## config.mk

```make
export PLATFORM = sky130hd
export DESIGN_NAME = cozy_ps2_rx_flat
export DESIGN_NICKNAME = d
export VERILOG_FILES = /design/src/rtl/cozy_ps2_rx_if.sv /design/src/rtl/cozy_ps2_rx.sv /design/src/flat_wrapper.sv
export SDC_FILE = /design/constraint.sdc
export NUM_CORES = 1
export LEC_CHECK = 0
export ABC_AREA = 1
export BUFFER_PORTS_ARGS = -buffer_cell sky130_fd_sc_hd__buf_2
export CORE_MARGIN = 5
export CORE_UTILIZATION = 55
export CTS_CLUSTER_DIAMETER = 60
export DETAILED_ROUTE_END_ITERATION = 8
export PLACE_DENSITY = 0.73
export SYNTH_ARGS = -nofsm -noshare
export SYNTH_HDL_FRONTEND = slang
export SYNTH_SLANG_ARGS = --single-unit
```

## constraint.sdc

```tcl
create_clock -name clk -period 2.5 [get_ports clk]
set_clock_uncertainty 0.1 [all_clocks]
set_input_delay 0.125 -clock clk [delete_from_list [all_inputs] [get_ports clk]]
set_output_delay 0.125 -clock clk [all_outputs]
set_load 0.01 [all_outputs]
```

## src/rtl/cozy_ps2_rx_if.sv

```systemverilog
// CPU-side port of the PS/2 receiver: head byte, status flags and pop strobe.
// valid/rd semantics: valid high means data holds the FIFO head; rd sampled high
// at a clock edge while valid is high pops that entry, rd while empty is ignored.
interface cozy_ps2_rx_if;
  logic       rd;
  logic [7:0] data;
  logic       valid;
  logic       overflow;
  logic       frame_err;

  modport master (output rd, input data, valid, overflow, frame_err);
  modport slave  (input rd, output data, valid, overflow, frame_err);
endinterface

```

## src/rtl/cozy_ps2_rx.sv

```systemverilog
// PS/2 device-to-host frame receiver feeding a show-ahead byte FIFO.
// Optional odd-parity checking is enabled by defining COZY_PS2_PARITY_EN.
module cozy_ps2_rx #(
  parameter int FIFO_DEPTH     = 4,
  parameter int TIMEOUT_CYCLES = 2500
) (
  input  logic         clk,
  input  logic         reset_n,
  input  logic         ps2_clk,
  input  logic         ps2_data,
  cozy_ps2_rx_if.slave cpu,
  output logic [1:0]   dbg_state
);

  localparam int AW    = $clog2(FIFO_DEPTH);
  localparam int PTR_W = AW + 1;
  localparam int TMO_W = $clog2(TIMEOUT_CYCLES);
  localparam logic [TMO_W-1:0] TMO_MAX = TMO_W'(TIMEOUT_CYCLES - 1);

  typedef enum logic [1:0] {
    ST_IDLE   = 2'd0,
    ST_DATA   = 2'd1,
    ST_PARITY = 2'd2,
    ST_STOP   = 2'd3
  } state_t;

  // Line synchronizers; clk_prev gives edge detection on the synced clock
  logic clk_s1, clk_s2, clk_prev;
  logic dat_s1, dat_s2;
  logic fall;

  always_ff @(posedge clk or negedge reset_n) begin
    if (!reset_n) begin
      clk_s1   <= 1'b1;
      clk_s2   <= 1'b1;
      clk_prev <= 1'b1;
      dat_s1   <= 1'b1;
      dat_s2   <= 1'b1;
    end else begin
      clk_s1   <= ps2_clk;
      clk_s2   <= clk_s1;
      clk_prev <= clk_s2;
      dat_s1   <= ps2_data;
      dat_s2   <= dat_s1;
    end
  end

  assign fall = clk_prev & ~clk_s2;

  state_t             state;
  logic [2:0]         bit_cnt;
  logic [7:0]         shreg;
  logic [TMO_W-1:0]   tmo_cnt;
  logic               frame_err_q;
  logic               parity_ok;
  logic               push_req;

`ifdef COZY_PS2_PARITY_EN
  logic parity_q;
  assign parity_ok = ^{shreg, parity_q};
`else
  assign parity_ok = 1'b1;
`endif

  assign push_req = (state == ST_STOP) && fall && dat_s2 && parity_ok;

  always_ff @(posedge clk or negedge reset_n) begin
    if (!reset_n) begin
      state       <= ST_IDLE;
      bit_cnt     <= 3'd0;
      shreg       <= 8'h00;
      tmo_cnt     <= '0;
      frame_err_q <= 1'b0;
`ifdef COZY_PS2_PARITY_EN
      parity_q    <= 1'b0;
`endif
    end else begin
      frame_err_q <= 1'b0;
      if (state == ST_IDLE) begin
        tmo_cnt <= '0;
        if (fall && !dat_s2) begin
          state   <= ST_DATA;
          bit_cnt <= 3'd0;
        end
      end else if (fall) begin
        tmo_cnt <= '0;
        case (state)
          ST_DATA: begin
            shreg   <= {dat_s2, shreg[7:1]};
            bit_cnt <= bit_cnt + 3'd1;
            if (bit_cnt == 3'd7) state <= ST_PARITY;
          end
          ST_PARITY: begin
`ifdef COZY_PS2_PARITY_EN
            parity_q <= dat_s2;
`endif
            state <= ST_STOP;
          end
          ST_STOP: begin
            state <= ST_IDLE;
            if (!(dat_s2 && parity_ok)) frame_err_q <= 1'b1;
          end
          default: state <= ST_IDLE;
        endcase
      end else if (tmo_cnt == TMO_MAX) begin
        // Line went quiet mid-frame: abandon it
        state       <= ST_IDLE;
        tmo_cnt     <= '0;
        frame_err_q <= 1'b1;
      end else begin
        tmo_cnt <= tmo_cnt + 1'b1;
      end
    end
  end

  // Show-ahead FIFO
  logic [7:0]       mem [FIFO_DEPTH];
  logic [PTR_W-1:0] wr_ptr, rd_ptr, count;
  logic             overflow_q;
  logic             full, do_pop, do_push;

  function automatic logic [PTR_W-1:0] ptr_inc(input logic [PTR_W-1:0] p);
    return (p == PTR_W'(FIFO_DEPTH - 1)) ? '0 : p + 1'b1;
  endfunction

  assign full    = (count == PTR_W'(FIFO_DEPTH));
  assign do_pop  = cpu.rd && (count != '0);
  // A full FIFO still accepts the byte when a pop frees the slot this edge
  assign do_push = push_req && (!full || do_pop);

  always_ff @(posedge clk) begin
    if (do_push) mem[wr_ptr[AW-1:0]] <= shreg;
  end

  always_ff @(posedge clk or negedge reset_n) begin
    if (!reset_n) begin
      wr_ptr     <= '0;
      rd_ptr     <= '0;
      count      <= '0;
      overflow_q <= 1'b0;
    end else begin
      if (do_push) wr_ptr <= ptr_inc(wr_ptr);
      if (do_pop)  rd_ptr <= ptr_inc(rd_ptr);
      if (do_push && !do_pop)      count <= count + 1'b1;
      else if (do_pop && !do_push) count <= count - 1'b1;
      if (push_req && full && !do_pop) overflow_q <= 1'b1;
      else if (do_pop)                 overflow_q <= 1'b0;
    end
  end

  assign cpu.valid     = (count != '0);
  assign cpu.data      = cpu.valid ? mem[rd_ptr[AW-1:0]] : 8'h00;
  assign cpu.overflow  = overflow_q;
  assign cpu.frame_err = frame_err_q;
  assign dbg_state     = state;

endmodule

```

## src/flat_wrapper.sv

```systemverilog
// flat-port wrapper written by rule: the top's interface ports become plain ports
module cozy_ps2_rx_flat 
#(
  parameter int FIFO_DEPTH     = 4,
  parameter int TIMEOUT_CYCLES = 2500
)
  (clk, reset_n, ps2_clk, ps2_data, dbg_state, cpu_rd, cpu_data, cpu_valid, cpu_overflow, cpu_frame_err);
  cozy_ps2_rx_if cpu_i ();
  input  logic clk;
  input  logic reset_n;
  input  logic ps2_clk;
  input  logic ps2_data;
  output logic [1:0] dbg_state;
  input wire logic [$bits(cpu_i.rd)-1:0] cpu_rd;
  output wire logic [$bits(cpu_i.data)-1:0] cpu_data;
  output wire logic [$bits(cpu_i.valid)-1:0] cpu_valid;
  output wire logic [$bits(cpu_i.overflow)-1:0] cpu_overflow;
  output wire logic [$bits(cpu_i.frame_err)-1:0] cpu_frame_err;
  assign cpu_i.rd = cpu_rd;
  assign cpu_data = cpu_i.data;
  assign cpu_valid = cpu_i.valid;
  assign cpu_overflow = cpu_i.overflow;
  assign cpu_frame_err = cpu_i.frame_err;
  cozy_ps2_rx #(.FIFO_DEPTH(FIFO_DEPTH), .TIMEOUT_CYCLES(TIMEOUT_CYCLES)) u_core (.clk(clk), .reset_n(reset_n), .ps2_clk(ps2_clk), .ps2_data(ps2_data), .cpu(cpu_i), .dbg_state(dbg_state));
endmodule
```

==> results of run 1 <==
## kinds of logic after synthesis
group	count (synthesis)
XOR/XNOR	5
AND/OR/NAND/NOR	137
adder cells (fa/ha/maj)	14
AO/OA/AOI/OAI	46
buffers and inverters	45
multiplexers	1
flip-flops	73
## worst register-to-register path: stages (launching register included)
cell,delay (ns)
dfrtp_1,0.42
ha_1,0.19
nand2_1,0.07
nor2_2,0.19
nand2_2,0.14
inv_2,0.08
ha_1,0.13
inv_1,0.06
fa_1,0.38
a21oi_1,0.14
o21ai_0,0.11
xor2_1,0.15
## layout make-up
cell class,instances,area (sq um)
fillers,480,2200
well taps,75,93.8
inverters,39,146
repair buffers,26,160
clock buffers,10,128
clock inverters,6,43.8
multi-input cells,203,1080
flip-flops and latches,73,1990
## power groups by stage
stage | clock network (uW) | registers [uW] | logic [uW]
after floorplan | 0 | 1670 | 857
final | 797 | 1720 | 1130
after global placement | 0 | 1730 | 1110
after global routing | 889 | 1750 | 1320
after CTS | 819 | 1720 | 1160
after detailed placement | 0 | 1740 | 1150
## flip-flops by register name, indices dropped and copies added (netlist names)
| name | cells |
|---|---|
| u_core.cpu.frame_err | 1 |
| u_core.dat_s1 | 1 |
| u_core.clk_s1 | 1 |
| u_core.mem | 32 |
| u_core.clk_s2 | 1 |
| u_core.cpu.overflow | 1 |
| u_core.dbg_state | 2 |
| u_core.rd_ptr | 3 |
| u_core.shreg | 8 |
| u_core.dat_s2 | 1 |
| u_core.count | 3 |
| u_core.wr_ptr | 3 |
| u_core.clk_prev | 1 |
| u_core.bit_cnt | 3 |
| u_core.tmo_cnt | 12 |
## cells in the mapped netlist
cell      number
dfrtp_1       36
dfstp_2        5
nor3_2         1
nor3_4         1
xnor2_1        1
o31ai_1        1
edfxtp_1      32
inv_2          1
buf_6          1
o21ai_0       28
clkinv_1       1
xor2_1         4
o21ai_1        1
nand3b_1       1
fa_1           1
a21oi_1       13
nor2_2         7
buf_2          5
o22ai_1        1
ha_1          13
mux2_2         1
nand2_1       49
a31oi_1        1
nor2_4         2
nor3_1         3
nor2_1        57
inv_1         37
nand4_1        1
nand2_2        4
nand3_1        9
nand3_2        2
o21bai_1       1
## final timing paths
path / end / slack [ns]
max in group asynchronous: u_core.tmo_cnt[0] / 1.40
hold reg to reg: u_core.dat_s2 / 0.26
setup reg to reg: u_core.count[2] / 0.21
min in group asynchronous: u_core.tmo_cnt[7] / 0.34
hold / removal: u_core.cpu.overflow / 0.12
setup / recovery: u_core.count[2] / 0.21
## layer usage
layer	share of wire	vias up	GRT usage
met2	0.51	30	0.282
met4	0.012	0	0.0779
met5	0	-	0
met1	0.44	1012	0.203
li1	-	1101	-
met3	0.036	4	0.0435
## metrics by stage
step                      cell area [sq um]  total power [uW]   util  instances  hold WS, ns
final                                  3650              3650  0.624        432        0.118
after global routing                   3650              3960  0.624        432        0.132
after CTS                              3650              3700  0.624        432        0.110
after detailed placement               3450              2890  0.589        413        0.131
after global placement                 3450              2840  0.589        413        0.130
after floorplan                        3260              2530      -        321       -0.271
==> impl_metrics.json, run 1 <==
{
  "comb_power_share": 0.311,
  "firstDrtPassIters": 4,
  "syn_area_per_cell_sq_um": 10.2,
  "synth_fa_ha_area_frac": 0.0560,
  "rsz0062_at_grt": "false",
  "power_switching_uw": 1350,
  "drc": 0,
  "crit_cells": 11,
  "worst_slew_pin_slew_ns": 0.886,
  "arrival_ns": 2.40,
  "mostFrequentLayoutCells": "57 x nor2_1, 49 x nand2_1, 37 x inv_1",
  "seq_power_share": 0.471,
  "drv_slew": 0,
  "required_ns": 2.61,
  "synthMuxAreaShare": 0.00345,
  "setup_viol": 0,
  "switching_share": 0.370,
  "grt_usage": 0.168,
  "holdPathStages": 4,
  "antenna_found_initial": 0,
  "die_w_um": 87.0,
  "fmax_ghz": 0.437,
  "cts_hold_buf": 3,
  "status": "finished, final reports clean",
  "cts_root_buffer": "clkbuf_8",
  "nNetsFinal": 371,
  "hold_class": "in -> reg",
  "pre_cts_slack_ns": 0.228,
  "cp-start-kind": "register",
  "cts_buffers": 9,
  "antenna_cells": 0,
  "synth_nets": 340,
  "synth_compound_gate_area_share": 0.0729,
  "yosysWarnings": 0,
  "crit_top_cell": "ha_1",
  "synth_simple_gate_area_frac": 0.187,
  "path_cells": "ha_1, nand2_1, nor2_2, nand2_2, inv_2, ha_1, inv_1, fa_1, a21oi_1, o21ai_0, xor2_1",
  "netlist.area_leader.share": 0.295,
  "grt_first_pass_wirelength_um": 9640,
  "core_area_sq_um": 5850,
  "die_h_um": 87.0,
  "clkLatencyLatePin_ns": 0.34,
  "total_leakage_power_uw": 0.00161,
  "crit_family": "adder cells",
  "cts_buffer_depth": 2,
  "finalHoldViolCount": 0,
  "synth_top_family_by_area": "simple AND/OR/NAND/NOR gates",
  "powerDensity_nw_per_um2": 999,
  "die-area_sq_um": 7570,
  "cp-startpoint": "u_core.dbg_state[1]",
  "synth_area_leaders": "edfxtp_1 29%, dfrtp_1 28%, nor2_1 6.6%",
  "pwr-share-clk": 0.219,
  "grt_max_degree": 42,
  "final.setup.tns_ns": 0,
  "syn_inst": 321,
  "relSlewSlack": 0.410,
  "timing.final.crit_period_ns": 2.29,
  "grt_pass1_vias": 2087,
  "p_int_uw": 2300,
  "fin_crit_sh": 0.914,
  "wl_per_cell_um": 12.8,
  "crit_buf_inv": 2,
  "hp-start": "cpu_rd",
  "yosysSeqAreaShare": 0.611,
  "cpPeakStageDelay_ns": 0.42,
  "viasPerCell": 4.97,
  "rr_worst_depth": 11,
  "path_max_fanout": 7,
  "drv_cap": 0,
  "syn_to_final_growth_pct": 11.9,
  "grt-ovfl-total": 0,
  "io_pins": 18,
  "start_util": 0.557,
  "yosysUniqueCellTypes": 32,
  "drive_gt1_frac": 0.174,
  "dpl.hpwl_um": 3800,
  "synth_area_leader_cell": "edfxtp_1",
  "synth_area_sq_um": 3260,
  "clkTransAtPathRegs_ns": 0.08,
  "rows": 28,
  "cts_tree": "done",
  "slowest_stage": "dfrtp_1",
  "gp_congestion": 0.769,
  "cts_resized": 0,
  "io_buffers": 17,
  "drt-initial-drc-count": 113,
  "timing.final.ws_setup_ns": 0.214,
  "synth-xor-area-share": 0.0134,
  "peakVddDrop_mv": 0.505,
  "ant_nets": 0,
  "crit_type": "reg -> reg",
  "clock-sinks": 73,
  "layout_commonest_cell": "nor2_1",
  "via_count": 2147,
  "htree_levels": 3,
  "routed_wirelength_um": 5540,
  "post_cts_buffers": 0,
  "r2r_start": "u_core.dbg_state[1]",
  "worstSetupEndpointType": "register",
  "synth-seq-cells": 73
}
(Power assumes the default switching activity.)
==> inputs of run 2 (changes only) <==
CORE_UTILIZATION = 40   (was 55)
PLACE_DENSITY = default   (was 0.73)
==> run 2 against run 1 <==
Net effect: critical path type unchanged; global-route usage is 4.2 points lower; via count is 0.42% lower; sequential power hardly changed; die area is 33% higher; critical path depth stayed put; cell area is 1.9% higher.
==> impl_metrics.json, run 2 (synthesis gave the netlist of run 1 again) <==
{
  "total_leakage_power_uw": 0.00162,
  "dp_cells": 443,
  "viasPerCell": 4.63,
  "clock-sinks": 73,
  "core_area_sq_um": 8090,
  "die_w_um": 100,
  "antenna_found_initial": 0,
  "routed_wirelength_um": 5720,
  "mostFrequentLayoutCells": "57 x nor2_1, 49 x nand2_1, 37 x inv_1",
  "io_buffers": 17,
  "status": "finished, final reports clean",
  "cts_resized": 0,
  "switching_share": 0.364,
  "p_int_uw": 2400,
  "ant_nets": 0,
  "worst_slew_pin_slew_ns": 0.889,
  "grt_pass1_vias": 2078,
  "hold_class": "in -> reg",
  "fillers": 769,
  "wl_per_cell_um": 12.4,
  "arrival_ns": 2.39,
  "htree_levels": 3,
  "start_util": 0.403,
  "grt_max_degree": 42,
  "seq_power_share": 0.454,
  "drv_cap": 0,
  "firstDrtPassIters": 5,
  "cp-start-kind": "register",
  "cts_hold_buf": 3,
  "post-route-util": 0.459,
  "fin_crit_sh": 0.908,
  "drc": 0,
  "clkTransAtPathRegs_ns": 0.08,
  "comb_power_share": 0.302,
  "cts_root_buffer": "clkbuf_8",
  "grt_first_pass_wirelength_um": 9910,
  "layout_commonest_cell": "nor2_1",
  "die_h_um": 100,
  "crit_type": "reg -> reg",
  "nNetsFinal": 371,
  "fmax_ghz": 0.441,
  "timing.final.crit_period_ns": 2.27,
  "io_pins": 18,
  "worstSetupEndpointType": "register",
  "die-area_sq_um": 10100,
  "fin_cells": 462,
  "largest_register_ff_count": 32,
  "cts_buffers": 9,
  "gp_congestion": 0.771,
  "setup_viol": 0,
  "syn_to_final_growth_pct": 14.0,
  "required_ns": 2.62,
  "power_switching_uw": 1380,
  "dpl.hpwl_um": 3840,
  "antenna_cells": 0,
  "pwr-share-clk": 0.244,
  "relSlewSlack": 0.407,
  "drv_slew": 0,
  "rows": 33,
  "peakVddDrop_mv": 0.560,
  "rsz0062_at_grt": "false",
  "drive_gt1_frac": 0.176,
  "cts_buffer_depth": 2,
  "post_cts_buffers": 0,
  "clkLatencyLatePin_ns": 0.34,
  "powerDensity_nw_per_um2": 1020,
  "r2r_setup_slack_ns": 0.23,
  "power_uw": 3780,
  "path_max_fanout": 7,
  "via_count": 2138,
  "cts_tree": "done",
  "final.setup.tns_ns": 0,
  "finalHoldViolCount": 0,
  "drt-initial-drc-count": 106,
  "grt-ovfl-total": 0,
  "grt_usage": 0.126
}
## run 2: area by class of cell
type                    instances  area [sq um]  area share
clock inverters                 7          78.8      0.0212
clock buffers                   9           124      0.0333
multi-input cells             203          1080       0.292
inverters                      39           146      0.0394
repair buffers                 26           160      0.0431
well taps                     105           131      0.0353
flip-flops and latches         73          1990       0.536
## run 2: metal layers
layer | GRT usage | routed length, um
met5 | 0 | 0
met4 | 0.0549 | 46
met3 | 0.0299 | 229
met2 | 0.210 | 2790
met1 | 0.157 | 2660
## run 2: through the flow
stage               worst slack, ns  hold slack, ns  cell area [sq um]
finish                        0.231           0.111               3720
floorplan                     0.295          -0.271               3260
global placement              0.297           0.131               3490
detailed placement            0.239           0.131               3490
global route                 0.0294           0.134               3720
CTS                           0.220           0.107               3720
## run 2: final timing paths
kind | from | to | cells past startpoint
worst min-delay path | cpu_rd | u_core.wr_ptr[0] | 5
max in group asynchronous | reset_n | u_core.wr_ptr[1] | 2
worst min register to register | u_core.dat_s1 | u_core.dat_s2 | 0
min in group asynchronous | reset_n | u_core.bit_cnt[2] | 2
worst max register to register | u_core.dbg_state[1] | u_core.count[2] | 11
worst max-delay path | u_core.dbg_state[1] | u_core.count[2] | 11
## run 2: power by group through the flow
stage                     registers [uW]  clock network, uW  logic (uW)
after floorplan                     1670                  0         857
after global placement              1730                  0        1130
after detailed placement            1750                  0        1160
after CTS                           1720                957        1170
after global routing                1750               1010        1320
final                               1710                923        1140
## run 2: critical path, stage by stage (launching register included)
cell     delay, ns
dfrtp_1       0.42
ha_1          0.20
nand2_1       0.07
nor2_2        0.19
nand2_2       0.14
inv_2         0.08
ha_1          0.13
inv_1         0.06
fa_1          0.37
a21oi_1       0.14
o21ai_0       0.11
xor2_1        0.15
==> inputs of run 3 (changes only) <==
ABC_AREA = default   (was 1)
CELL_PAD_IN_SITES_DETAIL_PLACEMENT = 1   (was default)
CELL_PAD_IN_SITES_GLOBAL_PLACEMENT = 1   (was default)
PLACE_DENSITY_LB_ADDON = 0.1   (was default)
==> run 3 against run 2 <==
Net effect: maximum frequency shrank 1.5%; non-clock buffer count stayed put; via count down 16%; flip-flop and latch count did not move; wire length shrank 2.1%; critical path depth decreased by 3; synthesized cell count decreased by 29%; highest routed layer unchanged.
==> impl_metrics.json, run 3 <==
{
  "finalHoldViolCount": 0,
  "drt-initial-drc-count": 70,
  "synth-seq-cells": 73,
  "grt_first_pass_wirelength_um": 9510,
  "rsz0062_at_grt": "false",
  "io_pins": 18,
  "final.setup.tns_ns": 0,
  "grt-ovfl-total": 0,
  "cpPeakStageDelay_ns": 0.44,
  "r2r_start": "u_core.count[0]",
  "antenna_found_initial": 0,
  "routed_wirelength_um": 5600,
  "fin_crit_sh": 0.921,
  "cp-start-kind": "register",
  "crit_end": "u_core.count[2]",
  "io_buffers": 17,
  "relSlewSlack": 0.371,
  "drive_gt1_frac": 0.241,
  "viasPerCell": 4.97,
  "cts_tree": "done",
  "die-area_sq_um": 9860,
  "clkLatencyLatePin_ns": 0.34,
  "timing.final.crit_period_ns": 2.30,
  "firstDrtPassIters": 4,
  "antenna_cells": 0,
  "path_cells": "or3_1, nand2_1, ha_1, inv_1, fa_1, xor2_1, nor2_1, xor2_1",
  "yosysSeqAreaShare": 0.625,
  "crit_top_cell": "xor2_1",
  "ant_nets": 0,
  "core_area_sq_um": 7730,
  "total_leakage_power_uw": 0.00147,
  "gp_congestion": 0.724,
  "clock-sinks": 73,
  "hold_class": "reg -> reg",
  "drv_slew": 0,
  "layout_commonest_cell": "dfrtp_1",
  "regArea_sq_um": 1990,
  "cts_buffers": 9,
  "async_flop_share": 0.562,
  "cts_buffer_depth": 2,
  "path_max_fanout": 6,
  "synth_edf_count": 32,
  "drv_cap": 0,
  "powerDensity_nw_per_um2": 1010,
  "fillers": 807,
  "crit_cells": 8,
  "nNetsFinal": 275,
  "status": "finished, final reports clean",
  "mostFrequentLayoutCells": "36 x dfrtp_1, 32 x edfxtp_1, 18 x nor2_1",
  "synth_nets": 246,
  "crit_family": "simple AND/OR/NAND/NOR gates",
  "syn_to_final_growth_pct": 13.7,
  "fmax_ghz": 0.434,
  "grt_max_degree": 42,
  "arrival_ns": 2.47,
  "netlist_top_cells_count": "36 x dfrtp_1, 32 x edfxtp_1, 18 x nor2_1, 13 x and2_1, 13 x ha_1",
  "synth_flop_cell": "dfrtp_1",
  "wl_per_cell_um": 15.4,
  "via_count": 1803,
  "synth_area_leader_cell": "edfxtp_1",
  "post_cts_buffers": 0,
  "multi_input_comb_area_sq_um": 1120,
  "crit_type": "reg -> reg",
  "crit_buf_inv": 1,
  "netlist.area_leader.share": 0.301,
  "yosysUniqueCellTypes": 41,
  "syn_area_per_cell_sq_um": 14.0,
  "drc": 0,
  "grt_usage": 0.123,
  "htree_levels": 3,
  "synth_area_leaders": "edfxtp_1 30%, dfrtp_1 28%, mux4_2 5.7%",
  "largest_register_ff_count": 32,
  "die_h_um": 99.3,
  "worstSetupEndpointType": "register",
  "reg2reg_to": "u_core.count[2]",
  "rows": 32,
  "dpl.hpwl_um": 3830,
  "yosysMostFrequentCell": "dfrtp_1",
  "clkTransAtPathRegs_ns": 0.08,
  "start_util": 0.413,
  "post-route-util": 0.469,
  "slowest_stage": "dfrtp_1",
  "syn_inst": 227,
  "synth_area_sq_um": 3190,
  "required_ns": 2.66,
  "grt_pass1_vias": 1929,
  "die_w_um": 99.3,
  "yosysWarnings": 0,
  "cts_root_buffer": "clkbuf_8",
  "r2r_setup_slack_ns": 0.20,
  "worst_slew_pin_slew_ns": 0.943,
  "rr_worst_depth": 8,
  "cp-startpoint": "u_core.count[0]",
  "setup_viol": 0,
  "peakVddDrop_mv": 0.376
}
[run 3: worst reg2reg max path, delay by kind of cell (launching register included)]
kind	cells	cell delay, ns
adder cells (fa/ha/maj)	2	0.60
flip-flops	1	0.44
AND/OR/NAND/NOR	3	0.73
XOR/XNOR	2	0.31
buffers and inverters	1	0.06
[run 3: what timing repair did]
item | CTS | global route
hold buffers | 4 | 0
gates resized for setup | 0 | 0
hold endpoints to repair | 39 | 0
[run 3: worst min path at each step]
stage                  start                end  depth (start not counted)
6_report       u_core.clk_s1      u_core.clk_s2                          0
5_1_grt        u_core.dat_s1      u_core.dat_s2                          0
4_1_cts        u_core.clk_s1      u_core.clk_s2                          0
3_5_place_dp        ps2_data      u_core.dat_s1                          1
3_3_place_gp        ps2_data      u_core.dat_s1                          1
2_1_floorplan        reset_n  u_core.bit_cnt[0]                          0
[run 3: power by group]
group	leakage (uW)	total, uW	internal [uW]	switching [uW]
registers	0.000808	1760	1510	253
logic	0.000570	1020	532	490
clock network	0.0000897	885	454	430
total	0.00147	3670	2490	1170
[run 3: cell type report]
class,instances,area share
clock inverters,6,0.0162
repair buffers,26,0.0449
clock buffers,10,0.0352
well taps,102,0.0352
multi-input cells,138,0.310
flip-flops and latches,73,0.550
inverters,8,0.00829
[run 3: routing by layer]
layer	share of wire	wire length [um]	global-route usage
met1	0.47	2660	0.164
met2	0.48	2710	0.192
met3	0.030	166	0.0231
met4	0.013	73	0.0630
met5	0	0	0
[run 3: kinds of logic (layout without fill, tap and decap cells)]
family	after synthesis	in the layout	share of synthesized area
buffers and inverters	16	50	0.0224
AOI/OAI and AO/OA	20	20	0.0416
and+or+nand+nor	72	72	0.123
xor gates and xnor gates	13	13	0.0357
muxes	19	19	0.0950
adders and majority gates	14	14	0.0573
DFF	73	73	0.625
[run 3: per-stage QoR]
step                      cell area (sq um)  hold WS, ns  power, uW  cells  setup WS [ns]
after global routing                   3620        0.271       3930    363         0.0273
after CTS                              3620        0.268       3730    363          0.178
final                                  3620        0.268       3670    363          0.197
after detailed placement               3400        0.132       2830    343          0.202
after floorplan                        3190       -0.271       2490    227          0.141
after global placement                 3400        0.131       2800    343          0.292
